[src/rtl/intr_pkg.sv]
`default_nettype none
// ============================================================================
// Module  : intr_pkg
// Brief   : Shared types, default sizes and priority encoder for the
//           interrupt capture controller.
// Revision: 1.0 - initial release
// ============================================================================
package intr_pkg;

    localparam int c_NUM_SRC   = 4;
    localparam int c_ID_W      = 3;
    localparam int c_MAX_SRC   = 8;
    localparam int c_MAX_ID_W  = 3;

    typedef enum logic [1:0] {
        IDLE    = 2'd0,
        REQ     = 2'd1,
        SERVICE = 2'd2
    } intr_state_t;

    // Scans from the top down so the last hit, i.e. the lowest index, wins.
    function automatic logic [c_MAX_ID_W-1:0] prio_lowest(input logic [c_MAX_SRC-1:0] vec);
        logic [c_MAX_ID_W-1:0] idx;
        idx = '0;
        for (int i = c_MAX_SRC - 1; i >= 0; i--) begin
            if (vec[i]) idx = c_MAX_ID_W'(i);
        end
        return idx;
    endfunction

endpackage
`default_nettype wire

[src/rtl/intr_edge_detect.sv]
`default_nettype none
// ============================================================================
// Module  : intr_edge_detect
// Brief   : Per-bit rising-edge detector with a registered previous value.
// Revision: 1.0 - initial release
// ============================================================================
module intr_edge_detect #(
    parameter int WIDTH = 4
) (
    input  logic             clk,
    input  logic             rst_n,
    input  logic [WIDTH-1:0] i_din,
    output logic [WIDTH-1:0] o_rise
);

    logic [WIDTH-1:0] r_prev;

    always_ff @(posedge clk or negedge rst_n) begin
        if (!rst_n) begin
            r_prev <= '0;
        end else begin
            r_prev <= i_din;
        end
    end

    assign o_rise = i_din & ~r_prev;

endmodule
`default_nettype wire

[src/rtl/intr_capture_ctrl.sv]
`default_nettype none
// ============================================================================
// Module  : intr_capture_ctrl
// Brief   : Captures interrupt pulses as pending bits and presents a single
//           prioritised, masked request to the CPU control unit.
// Revision: 1.0 - initial release
// ============================================================================
module intr_capture_ctrl
    import intr_pkg::*;
#(
    parameter int NUM_SRC = c_NUM_SRC,
    parameter int ID_W    = c_ID_W
) (
    input  logic               clk,
    input  logic               RESET_N,
    input  logic [NUM_SRC-1:0] INTR_IN,
    input  logic               MASK_WE,
    input  logic [NUM_SRC-1:0] MASK_DIN,
    input  logic               SEI,
    input  logic               CLI,
    input  logic               INT_ACK,
    input  logic               RETI,
    output logic               INT_REQ,
    output logic [ID_W-1:0]    INT_ID,
    output logic               IE_OUT,
    output logic [NUM_SRC-1:0] PENDING
);

    intr_state_t        r_state;
    intr_state_t        w_state_nxt;
    logic [NUM_SRC-1:0] r_pending;
    logic [NUM_SRC-1:0] r_mask;
    logic               r_ie;
    logic [ID_W-1:0]    r_int_id;

    logic [NUM_SRC-1:0] w_rise;
    logic [NUM_SRC-1:0] w_eligible;
    logic [NUM_SRC-1:0] w_id_onehot;
    logic [NUM_SRC-1:0] w_clr;
    logic [ID_W-1:0]    w_winner;
    logic               w_mask_hit;
    logic               w_ie_nxt;
    logic               w_ack_take;
    logic               w_latch_id;

    intr_edge_detect #(
        .WIDTH (NUM_SRC)
    ) u_edge (
        .clk    (clk),
        .rst_n  (RESET_N),
        .i_din  (INTR_IN),
        .o_rise (w_rise)
    );

    assign w_eligible  = r_pending & r_mask;
    assign w_winner    = ID_W'(prio_lowest(c_MAX_SRC'(w_eligible)));
    assign w_id_onehot = NUM_SRC'(1) << r_int_id;
    assign w_mask_hit  = |(r_mask & w_id_onehot);
    assign w_clr       = w_ack_take ? w_id_onehot : '0;

    always_ff @(posedge clk or negedge RESET_N) begin
        if (!RESET_N) begin
            r_state <= IDLE;
        end else begin
            r_state <= w_state_nxt;
        end
    end

    always_comb begin
        w_state_nxt = r_state;
        w_ie_nxt    = r_ie;
        w_ack_take  = 1'b0;
        w_latch_id  = 1'b0;
        if (SEI) w_ie_nxt = 1'b1;
        case (r_state)
            IDLE: begin
                if (r_ie && (|w_eligible)) begin
                    w_state_nxt = REQ;
                    w_latch_id  = 1'b1;
                end
            end
            REQ: begin
                if (INT_ACK) begin
                    w_ack_take  = 1'b1;
                    w_state_nxt = SERVICE;
                end else if (CLI || !r_ie || !w_mask_hit) begin
                    w_state_nxt = IDLE;
                end
            end
            SERVICE: begin
                if (RETI) begin
                    w_state_nxt = IDLE;
                    w_ie_nxt    = 1'b1;
                end
            end
            default: w_state_nxt = IDLE;
        endcase
        // Clearing IE has priority over every source that sets it.
        if (w_ack_take || CLI) w_ie_nxt = 1'b0;
    end

    always_ff @(posedge clk or negedge RESET_N) begin
        if (!RESET_N) begin
            r_pending <= '0;
            r_mask    <= '1;
            r_ie      <= 1'b0;
            r_int_id  <= '0;
        end else begin
            // A new rise on the acknowledged source survives the clear.
            r_pending <= (r_pending & ~w_clr) | w_rise;
            r_ie      <= w_ie_nxt;
            if (MASK_WE)    r_mask   <= MASK_DIN;
            if (w_latch_id) r_int_id <= w_winner;
        end
    end

    assign INT_REQ = (r_state == REQ);
    assign INT_ID  = r_int_id;
    assign IE_OUT  = r_ie;
    assign PENDING = r_pending;

endmodule
`default_nettype wire

[config.mk]
export PLATFORM = sky130hd
export DESIGN_NAME = intr_capture_ctrl
export DESIGN_NICKNAME = d
export VERILOG_FILES = /design/src/rtl/intr_pkg.sv /design/src/rtl/intr_edge_detect.sv /design/src/rtl/intr_capture_ctrl.sv
export SDC_FILE = /design/constraint.sdc
export NUM_CORES = 1
export LEC_CHECK = 0
export CORE_AREA = 2 2 46 48
export CTS_CLUSTER_DIAMETER = 100
export DETAILED_ROUTE_END_ITERATION = 8
export DIE_AREA = 0 0 48 50
export PLACE_DENSITY = 0.77
export SETUP_SLACK_MARGIN = 0.02
export SLEW_MARGIN = 20
export SYNTH_ARGS = -nofsm -noshare
export SYNTH_HDL_FRONTEND = slang
export SYNTH_SLANG_ARGS = --single-unit
[constraint.sdc]
create_clock -name clk -period 1.2 [get_ports clk]
set_input_delay 0.18 -clock clk [delete_from_list [all_inputs] [get_ports clk]]
set_output_delay 0.18 -clock clk [all_outputs]
set_load 0.02 [all_outputs]
==> results of run 1 <==
==> cell families after synthesis <==
family	share of synthesized area, %
other cells	0.527
compound gates	15.1
buf+inv	4.22
simple gates	8.08
flops	60.5
mux	11.6
==> worst max-delay path by stage <==
stage | from | endpoint | slack (ns) | depth (start not counted)
global route | PENDING[1]$_DFF_PN0_ | INT_ID[0]$_DFFE_PN0P_ | -0.13 | 3
detailed placement | INT_ACK | PENDING[3]$_DFF_PN0_ | -0.15 | 5
global placement | r_state[1]$_DFFE_PN0P_ | INT_REQ | -0.11 | 2
floorplan | PENDING[1]$_DFF_PN0_ | INT_ID[0]$_DFFE_PN0P_ | -0.08 | 3
CTS | r_mask[0]$_DFFE_PN1P_ | INT_ID[0]$_DFFE_PN0P_ | -0.1 | 3
finish | r_mask[1]$_DFFE_PN1P_ | INT_ID[0]$_DFFE_PN0P_ | -0.11 | 3
==> cell usage in the layout, fill, tap and decap left out, drive strengths merged, types with 3 or more instances in the layout <==
master | Yosys | final
clkdlybuf4s50 | 0 | 14
dfrtp | 13 | 13
buf | 1 | 24
dfstp | 4 | 4
o21ai | 7 | 7
clkbuf | 0 | 4
mux2 | 5 | 5
a21oi | 3 | 3
inv | 6 | 6
nand2 | 6 | 6
==> through the flow <==
stage | TNS, ns | total power (W) | hold WS [ns] | instances | utilization, %
after detailed placement | -0.635 | 0.00151 | 0.413 | 115 | 54.5
after global placement | -0.421 | 0.00148 | 0.401 | 115 | 54.5
after floorplan | -0.151 | 0.00112 | -0.116 | 59 | -
final | -0.168 | 0.00194 | 0.198 | 128 | 60.9
after global routing | -0.362 | 0.00206 | 0.204 | 128 | 60.9
after CTS | -0.151 | 0.00188 | 0.209 | 125 | 59.7
==> power breakdown <==
part           total (W)  internal (W)  leakage [nW]  switching [W]
clock network   0.000310      0.000124        0.0177       0.000186
logic           0.000832      0.000434         0.307       0.000397
registers       0.000797      0.000692         0.184       0.000105
==> routing by layer <==
metal  GRT usage, %  share of wire, %  vias up
li1               -                 -      292
met1           17.4                39      303
met2           27.6                51       30
met3           4.03               5.9        7
met4           11.7               4.6        0
met5              0                 0        -
==> timing repair <==
action | 4_1_cts | 5_1_grt
gates resized for setup | 40 | 14
gates cloned | 0 | 0
setup buffers | 6 | 3
pin swaps | 5 | 6
setup endpoints to repair | 14 | 13
==> area by class of cell <==
cell class	instances	area, sq um
fillers	157	744
flip-flops and latches	17	437
repair buffers	39	322
multi-input cells	35	315
well taps	27	33.8
clock buffers	3	22.5
inverters	6	22.5
clock inverters	1	5.00
==> flip-flops by register name, indices dropped and copies added (netlist names) <==
signal / count
r_state: 2
u_edge.r_prev: 4
IE_OUT: 1
r_mask: 4
PENDING: 4
INT_ID: 2
==> report_table.html, run 1 <==
<table>
<tr><th>Metric</th><th>Value</th></tr>
<tr><th colspan="2">Synth</th></tr>
<tr><td>Register area share after synthesis</td><td>60.5%</td></tr>
<tr><td>Post-synthesis area per instance</td><td>12.1 sq um</td></tr>
<tr><td>Ys flop type</td><td>sky130_fd_sc_hd__dfrtp_1</td></tr>
<tr><td>Largest cells by area after synthesis</td><td>sky130_fd_sc_hd__dfrtp_1, sky130_fd_sc_hd__dfstp_2, sky130_fd_sc_hd__mux2_2, sky130_fd_sc_hd__o21ai_0, sky130_fd_sc_hd__inv_1</td></tr>
<tr><td>Post-synthesis register bit count</td><td>17</td></tr>
<tr><td>Share of flip-flops with an asynchronous set or reset after synthesis</td><td>100%</td></tr>
<tr><td>Number of library cell types mapped by synthesis</td><td>21</td></tr>
<tr><td>Number of nets produced by synthesis</td><td>74</td></tr>
<tr><td>Gate Count Post-Synth</td><td>59</td></tr>
<tr><td>Cell types with the highest counts after synthesis</td><td>sky130_fd_sc_hd__dfrtp_1, sky130_fd_sc_hd__o21ai_0, sky130_fd_sc_hd__inv_1, sky130_fd_sc_hd__nand2_1</td></tr>
<tr><td>Warning count from the yosys run</td><td>0</td></tr>
<tr><td>Cell type contributing the most total cell area after synthesis</td><td>sky130_fd_sc_hd__dfrtp_1</td></tr>
<tr><td>Area share of the largest cell type after synthesis</td><td>45.7%</td></tr>
<tr><td>Combined area of all synthesized cells</td><td>712 sq um</td></tr>
<tr><td>Post-synth EDFFs</td><td>0</td></tr>
<tr><td>Library cell with the highest instance count after synthesis</td><td>sky130_fd_sc_hd__dfrtp_1</td></tr>
<tr><th colspan="2">Timing</th></tr>
<tr><td>Layout Skew</td><td>0.00433 ns</td></tr>
<tr><td>Final hold violations</td><td>0</td></tr>
<tr><td>Final WS setup</td><td>-0.113 ns</td></tr>
<tr><td>Max-slew violation count</td><td>0</td></tr>
<tr><td>Period utilisation layout</td><td>109%</td></tr>
<tr><td>Unrepaired setup endpoints after global routing</td><td>true</td></tr>
<tr><td>FMAX</td><td>761 MHz</td></tr>
<tr><td>Setup-violating endpoint count in the final report</td><td>3</td></tr>
<tr><td>Min cycle time layout</td><td>1.31 ns</td></tr>
<tr><th colspan="2">Setup path</th></tr>
<tr><td>Cell type group with the largest total delay on the critical path</td><td>flip-flops</td></tr>
<tr><td>Cell with the largest stage delay on the worst path</td><td>sky130_fd_sc_hd__dfstp_2</td></tr>
<tr><td>Kind of start point of the critical path</td><td>flop</td></tr>
<tr><td>RR Startpoint</td><td>r_mask[1]$_DFFE_PN1P_</td></tr>
<tr><td>R2R cell count</td><td>3</td></tr>
<tr><td>Largest fanout on the critical path</td><td>2</td></tr>
<tr><td>CP Cell Sequence</td><td>a22o_1, o21a_1, mux2_4</td></tr>
<tr><td>Capturing element type of the critical path</td><td>flop</td></tr>
<tr><td>Data arrival, critical path</td><td>1.51 ns</td></tr>
<tr><td>Required @ worst endpoint</td><td>1.39 ns</td></tr>
<tr><td>Setup slack of the most critical reg-to-reg path</td><td>-0.11 ns</td></tr>
<tr><td>Max incr delay on CP</td><td>0.55 ns</td></tr>
<tr><td>Number of buffer and inverter stages on the critical path</td><td>0</td></tr>
<tr><td>Setup CP Type</td><td>reg -&gt; reg</td></tr>
<tr><td>Worst flop-to-flop path endpoint</td><td>INT_ID[0]$_DFFE_PN0P_</td></tr>
<tr><th colspan="2">Place</th></tr>
<tr><td>Post-place instance area</td><td>1040 sq um</td></tr>
<tr><td>Half-perimeter wire length after placement</td><td>1300 um</td></tr>
<tr><td>Weighted congestion at the end of routability-driven global placement</td><td>0.810</td></tr>
<tr><td>Place WS</td><td>-0.152 ns</td></tr>
<tr><td>Port-buffer cells</td><td>22</td></tr>
<tr><th colspan="2">Clocking</th></tr>
<tr><td>Number of hold-repair buffers added at the cts stage</td><td>0</td></tr>
<tr><td>Clock-pin slew on the worst setup and hold paths</td><td>0.10 ns</td></tr>
<tr><td>Clock buffers created by TritonCTS</td><td>3</td></tr>
<tr><td>Root buffer cell</td><td>sky130_fd_sc_hd__clkbuf_4</td></tr>
<tr><td>Clock tree from TritonCTS</td><td>built</td></tr>
<tr><td>Later-pin clock latency in the skew report</td><td>0.30 ns</td></tr>
<tr><td>CTS sink cnt</td><td>17</td></tr>
<tr><td>Maximum clock path buffer count</td><td>2</td></tr>
<tr><td>Maximum level of the CTS H-tree</td><td>1</td></tr>
<tr><th colspan="2">Detailed routing</th></tr>
<tr><td>Via total after detailed routing</td><td>632</td></tr>
<tr><td>Detailed-routing iteration count for the pre-antenna-repair pass</td><td>4</td></tr>
<tr><td>Count of antenna-violating nets left after detailed routing</td><td>0</td></tr>
<tr><td>Final wirelength</td><td>1840 um</td></tr>
<tr><td>Initial DRC Count</td><td>4</td></tr>
<tr><td>Avg WL per Cell</td><td>14.4 um</td></tr>
<tr><td>Via count normalized by instance count</td><td>4.94</td></tr>
<tr><td>DRC violations left</td><td>0</td></tr>
<tr><th colspan="2">Global route</th></tr>
<tr><td>Overall fraction of global-route tracks in use</td><td>16.7%</td></tr>
<tr><td>Initial antenna violation count</td><td>0</td></tr>
<tr><td>Vias in the first global route</td><td>657</td></tr>
<tr><td>Wire length of the first global-routing pass</td><td>2720 um</td></tr>
<tr><td>Largest net degree at the start of global routing</td><td>18</td></tr>
<tr><td>Residual overflow from global routing</td><td>0</td></tr>
<tr><th colspan="2">Finish</th></tr>
<tr><td>Antenna diode instance count</td><td>0</td></tr>
<tr><td>Fin nets</td><td>117</td></tr>
<tr><td>Synthesis-to-finish area growth</td><td>62.6%</td></tr>
<tr><td>Layout cells sized above 1</td><td>55.4%</td></tr>
<tr><td>Layout Cell Area excl Fill</td><td>1160 sq um</td></tr>
<tr><th colspan="2">Worst hold path</th></tr>
<tr><td>HP Class</td><td>in -&gt; async</td></tr>
<tr><th colspan="2">Die</th></tr>
<tr><td>Initial core utilization</td><td>37.4%</td></tr>
<tr><td>Full die area</td><td>2400 sq um</td></tr>
<tr><td>Core box area</td><td>1900 sq um</td></tr>
<tr><td>Die height</td><td>50 um</td></tr>
<tr><td>Die span in x</td><td>48 um</td></tr>
<tr><td>Number of placement rows</td><td>16</td></tr>
<tr><td>Number of placed I/O pins</td><td>24</td></tr>
<tr><th colspan="2">Pwr</th></tr>
<tr><td>Peak supply drop</td><td>0.886 mV</td></tr>
<tr><td>Total leakage power</td><td>0.509 nW</td></tr>
<tr><td>Power per cell area</td><td>1680 nW/um^2</td></tr>
<tr><th colspan="2">Run</th></tr>
<tr><td>Max_cap viols</td><td>0</td></tr>
<tr><th colspan="2">Run status</th></tr>
<tr><td>Outcome</td><td>finished with violations</td></tr>
<tr><td>Violated checks</td><td>setup timing</td></tr>
</table>
Power figures use the tool's default switching activity.
==> run 2: changes to the inputs <==
CTS_BUF_LIST = sky130_fd_sc_hd__clkbuf_8   (was not set)
==> report_table.html, run 2 (synthesis results as in run 1) <==
<table>
<tr><th>Metric</th><th>Value</th></tr>
<tr><th colspan="2">Place</th></tr>
<tr><td>Place WS</td><td>-0.152 ns</td></tr>
<tr><td>Post-placement cell count</td><td>115</td></tr>
<tr><td>Port-buffer cells</td><td>22</td></tr>
<tr><td>Half-perimeter wire length after placement</td><td>1300 um</td></tr>
<tr><td>Weighted congestion at the end of routability-driven global placement</td><td>0.810</td></tr>
<tr><th colspan="2">Detailed routing</th></tr>
<tr><td>Detailed-routing iteration count for the pre-antenna-repair pass</td><td>5</td></tr>
<tr><td>DRC violations left</td><td>0</td></tr>
<tr><td>Count of antenna-violating nets left after detailed routing</td><td>0</td></tr>
<tr><td>Via count normalized by instance count</td><td>5.07</td></tr>
<tr><td>Via total after detailed routing</td><td>623</td></tr>
<tr><td>Avg WL per Cell</td><td>14.8 um</td></tr>
<tr><td>Initial DRC Count</td><td>16</td></tr>
<tr><td>Final wirelength</td><td>1820 um</td></tr>
<tr><th colspan="2">Global route</th></tr>
<tr><td>Largest net degree at the start of global routing</td><td>18</td></tr>
<tr><td>Residual overflow from global routing</td><td>0</td></tr>
<tr><td>Wire length of the first global-routing pass</td><td>2750 um</td></tr>
<tr><td>Vias in the first global route</td><td>649</td></tr>
<tr><td>Initial antenna violation count</td><td>0</td></tr>
<tr><td>Overall fraction of global-route tracks in use</td><td>17.0%</td></tr>
<tr><th colspan="2">Setup path</th></tr>
<tr><td>Cell with the largest stage delay on the worst path</td><td>sky130_fd_sc_hd__dfstp_2</td></tr>
<tr><td>Kind of start point of the critical path</td><td>flop</td></tr>
<tr><td>Number of buffer and inverter stages on the critical path</td><td>0</td></tr>
<tr><td>Max incr delay on CP</td><td>0.56 ns</td></tr>
<tr><td>Data arrival, critical path</td><td>1.47 ns</td></tr>
<tr><td>RR Startpoint</td><td>r_mask[1]$_DFFE_PN1P_</td></tr>
<tr><td>Largest fanout on the critical path</td><td>2</td></tr>
<tr><td>Required @ worst endpoint</td><td>1.34 ns</td></tr>
<tr><td>Cell type group with the largest total delay on the critical path</td><td>flip-flops</td></tr>
<tr><td>CP Cell Sequence</td><td>a22o_1, o21a_1, mux2_4</td></tr>
<tr><td>Setup CP Type</td><td>reg -&gt; reg</td></tr>
<tr><td>Beginning of the critical path</td><td>r_mask[1]$_DFFE_PN1P_</td></tr>
<tr><td>Capturing element type of the critical path</td><td>flop</td></tr>
<tr><th colspan="2">Timing</th></tr>
<tr><td>Layout Skew</td><td>0.00232 ns</td></tr>
<tr><td>Setup-violating endpoint count in the final report</td><td>2</td></tr>
<tr><td>Unrepaired setup endpoints after global routing</td><td>true</td></tr>
<tr><td>FMAX</td><td>751 MHz</td></tr>
<tr><td>Max-slew violation count</td><td>0</td></tr>
<tr><td>Period utilisation layout</td><td>111%</td></tr>
<tr><td>Final hold violations</td><td>0</td></tr>
<tr><td>Min cycle time layout</td><td>1.33 ns</td></tr>
<tr><td>Setup tns final</td><td>-0.159 ns</td></tr>
<tr><td>Final WS setup</td><td>-0.132 ns</td></tr>
<tr><th colspan="2">Clocking</th></tr>
<tr><td>Number of hold-repair buffers added at the cts stage</td><td>0</td></tr>
<tr><td>Maximum level of the CTS H-tree</td><td>1</td></tr>
<tr><td>Clock tree from TritonCTS</td><td>built</td></tr>
<tr><td>CTS sink cnt</td><td>17</td></tr>
<tr><td>Clock-pin slew on the worst setup and hold paths</td><td>0.07 ns</td></tr>
<tr><td>Later-pin clock latency in the skew report</td><td>0.25 ns</td></tr>
<tr><td>Clock buffers created by TritonCTS</td><td>3</td></tr>
<tr><td>Root buffer cell</td><td>sky130_fd_sc_hd__clkbuf_8</td></tr>
<tr><td>Maximum clock path buffer count</td><td>2</td></tr>
<tr><th colspan="2">Pwr</th></tr>
<tr><td>Total leakage power</td><td>0.500 nW</td></tr>
<tr><td>Peak supply drop</td><td>0.973 mV</td></tr>
<tr><td>Power per cell area</td><td>1740 nW/um^2</td></tr>
<tr><th colspan="2">Finish</th></tr>
<tr><td>Synthesis-to-finish area growth</td><td>59.2%</td></tr>
<tr><td>Layout cells sized above 1</td><td>47.9%</td></tr>
<tr><td>Top library cells by usage in the layout, fill and taps aside</td><td>sky130_fd_sc_hd__clkdlybuf4s50_1, sky130_fd_sc_hd__buf_4, sky130_fd_sc_hd__dfrtp_1</td></tr>
<tr><td>Finished Layout Cells</td><td>123</td></tr>
<tr><td>Fraction of the core area covered by cells at the end of the flow</td><td>59.6%</td></tr>
<tr><td>Fin nets</td><td>112</td></tr>
<tr><td>Most common library cell in the layout ignoring fill and taps</td><td>sky130_fd_sc_hd__clkdlybuf4s50_1</td></tr>
<tr><td>Filler cell count</td><td>161</td></tr>
<tr><td>Antenna diode instance count</td><td>0</td></tr>
<tr><th colspan="2">Run</th></tr>
<tr><td>Max_cap viols</td><td>0</td></tr>
<tr><th colspan="2">Run status</th></tr>
<tr><td>Outcome</td><td>finished with violations</td></tr>
<tr><td>Violated checks</td><td>setup timing</td></tr>
<tr><th colspan="2">Die</th></tr>
<tr><td>Number of placement rows</td><td>16</td></tr>
<tr><td>Number of placed I/O pins</td><td>24</td></tr>
<tr><td>Core box area</td><td>1900 sq um</td></tr>
<tr><td>Initial core utilization</td><td>37.4%</td></tr>
<tr><td>Full die area</td><td>2400 sq um</td></tr>
<tr><td>Die span in x</td><td>48 um</td></tr>
<tr><td>Die height</td><td>50 um</td></tr>
<tr><th colspan="2">Worst hold path</th></tr>
<tr><td>HP Class</td><td>in -&gt; async</td></tr>
</table>
[run 2: power breakdown]
group | switching (W) | internal (W)
registers | 0.000108 | 0.000693
logic | 0.000358 | 0.000390
clock network | 0.000196 | 0.000231
[run 2: layer usage]
layer | global-route usage (%) | vias to the layer above | share of wire, % | routed length [um]
li1 | - | 282 | - | -
met4 | 12.6 | 0 | 3.4 | 62
met1 | 18.2 | 302 | 40 | 728
met2 | 27.1 | 32 | 51 | 922
met5 | 0 | - | 0 | 0
met3 | 4.40 | 7 | 5.6 | 102
[run 2: layout make-up]
| cell class | instances | area (sq um) | area share (%) |
|---|---|---|---|
| Clock inverter | 1 | 5.00 | 0.442 |
| Timing Repair Buffer | 34 | 303 | 26.7 |
| Tap cell | 27 | 33.8 | 2.98 |
| Clock buffer | 3 | 41.3 | 3.64 |
| Sequential cell | 17 | 437 | 38.5 |
| Inverter | 6 | 22.5 | 1.99 |
| Multi-Input combinational cell | 35 | 292 | 25.7 |
[run 2: final timing paths]
kind / endpoint / slack, ns / depth (start not counted)
worst max register to register: INT_ID[0]$_DFFE_PN0P_ / -0.13 / 3
min in group clk: u_edge.r_prev[1]$_DFF_PN0_ / 0.39 / 1
max in group asynchronous: r_mask[2]$_DFFE_PN1P_ / 0.70 / 2
worst min-delay path: INT_ID[0]$_DFFE_PN0P_ / 0.25 / 2
worst min register to register: PENDING[3]$_DFF_PN0_ / 0.41 / 1
worst max-delay path: INT_ID[0]$_DFFE_PN0P_ / -0.13 / 3
[run 2: timing repair]
action	CTS	global route
buffers inserted	4	0
hold endpoints to repair	0	0
pin swaps	3	2
resized for setup	22	20
endpoints found under the setup margin	14	13
[run 2: through the flow]
stage	power [W]	instance area, sq um	hold WS [ns]
2_1_floorplan	0.00112	729	-0.116
3_3_place_gp	0.00148	1040	0.401
3_5_place_dp	0.00151	1040	0.413
4_1_cts	0.00194	1120	0.258
5_1_grt	0.00209	1130	0.271
6_report	0.00198	1130	0.249
[run 2: worst reg2reg max path: stages (launching register included)]
cell and delay, ns:
sky130_fd_sc_hd__dfstp_2 0.56, sky130_fd_sc_hd__a22o_1 0.19, sky130_fd_sc_hd__o21a_1 0.17, sky130_fd_sc_hd__mux2_4 0.30
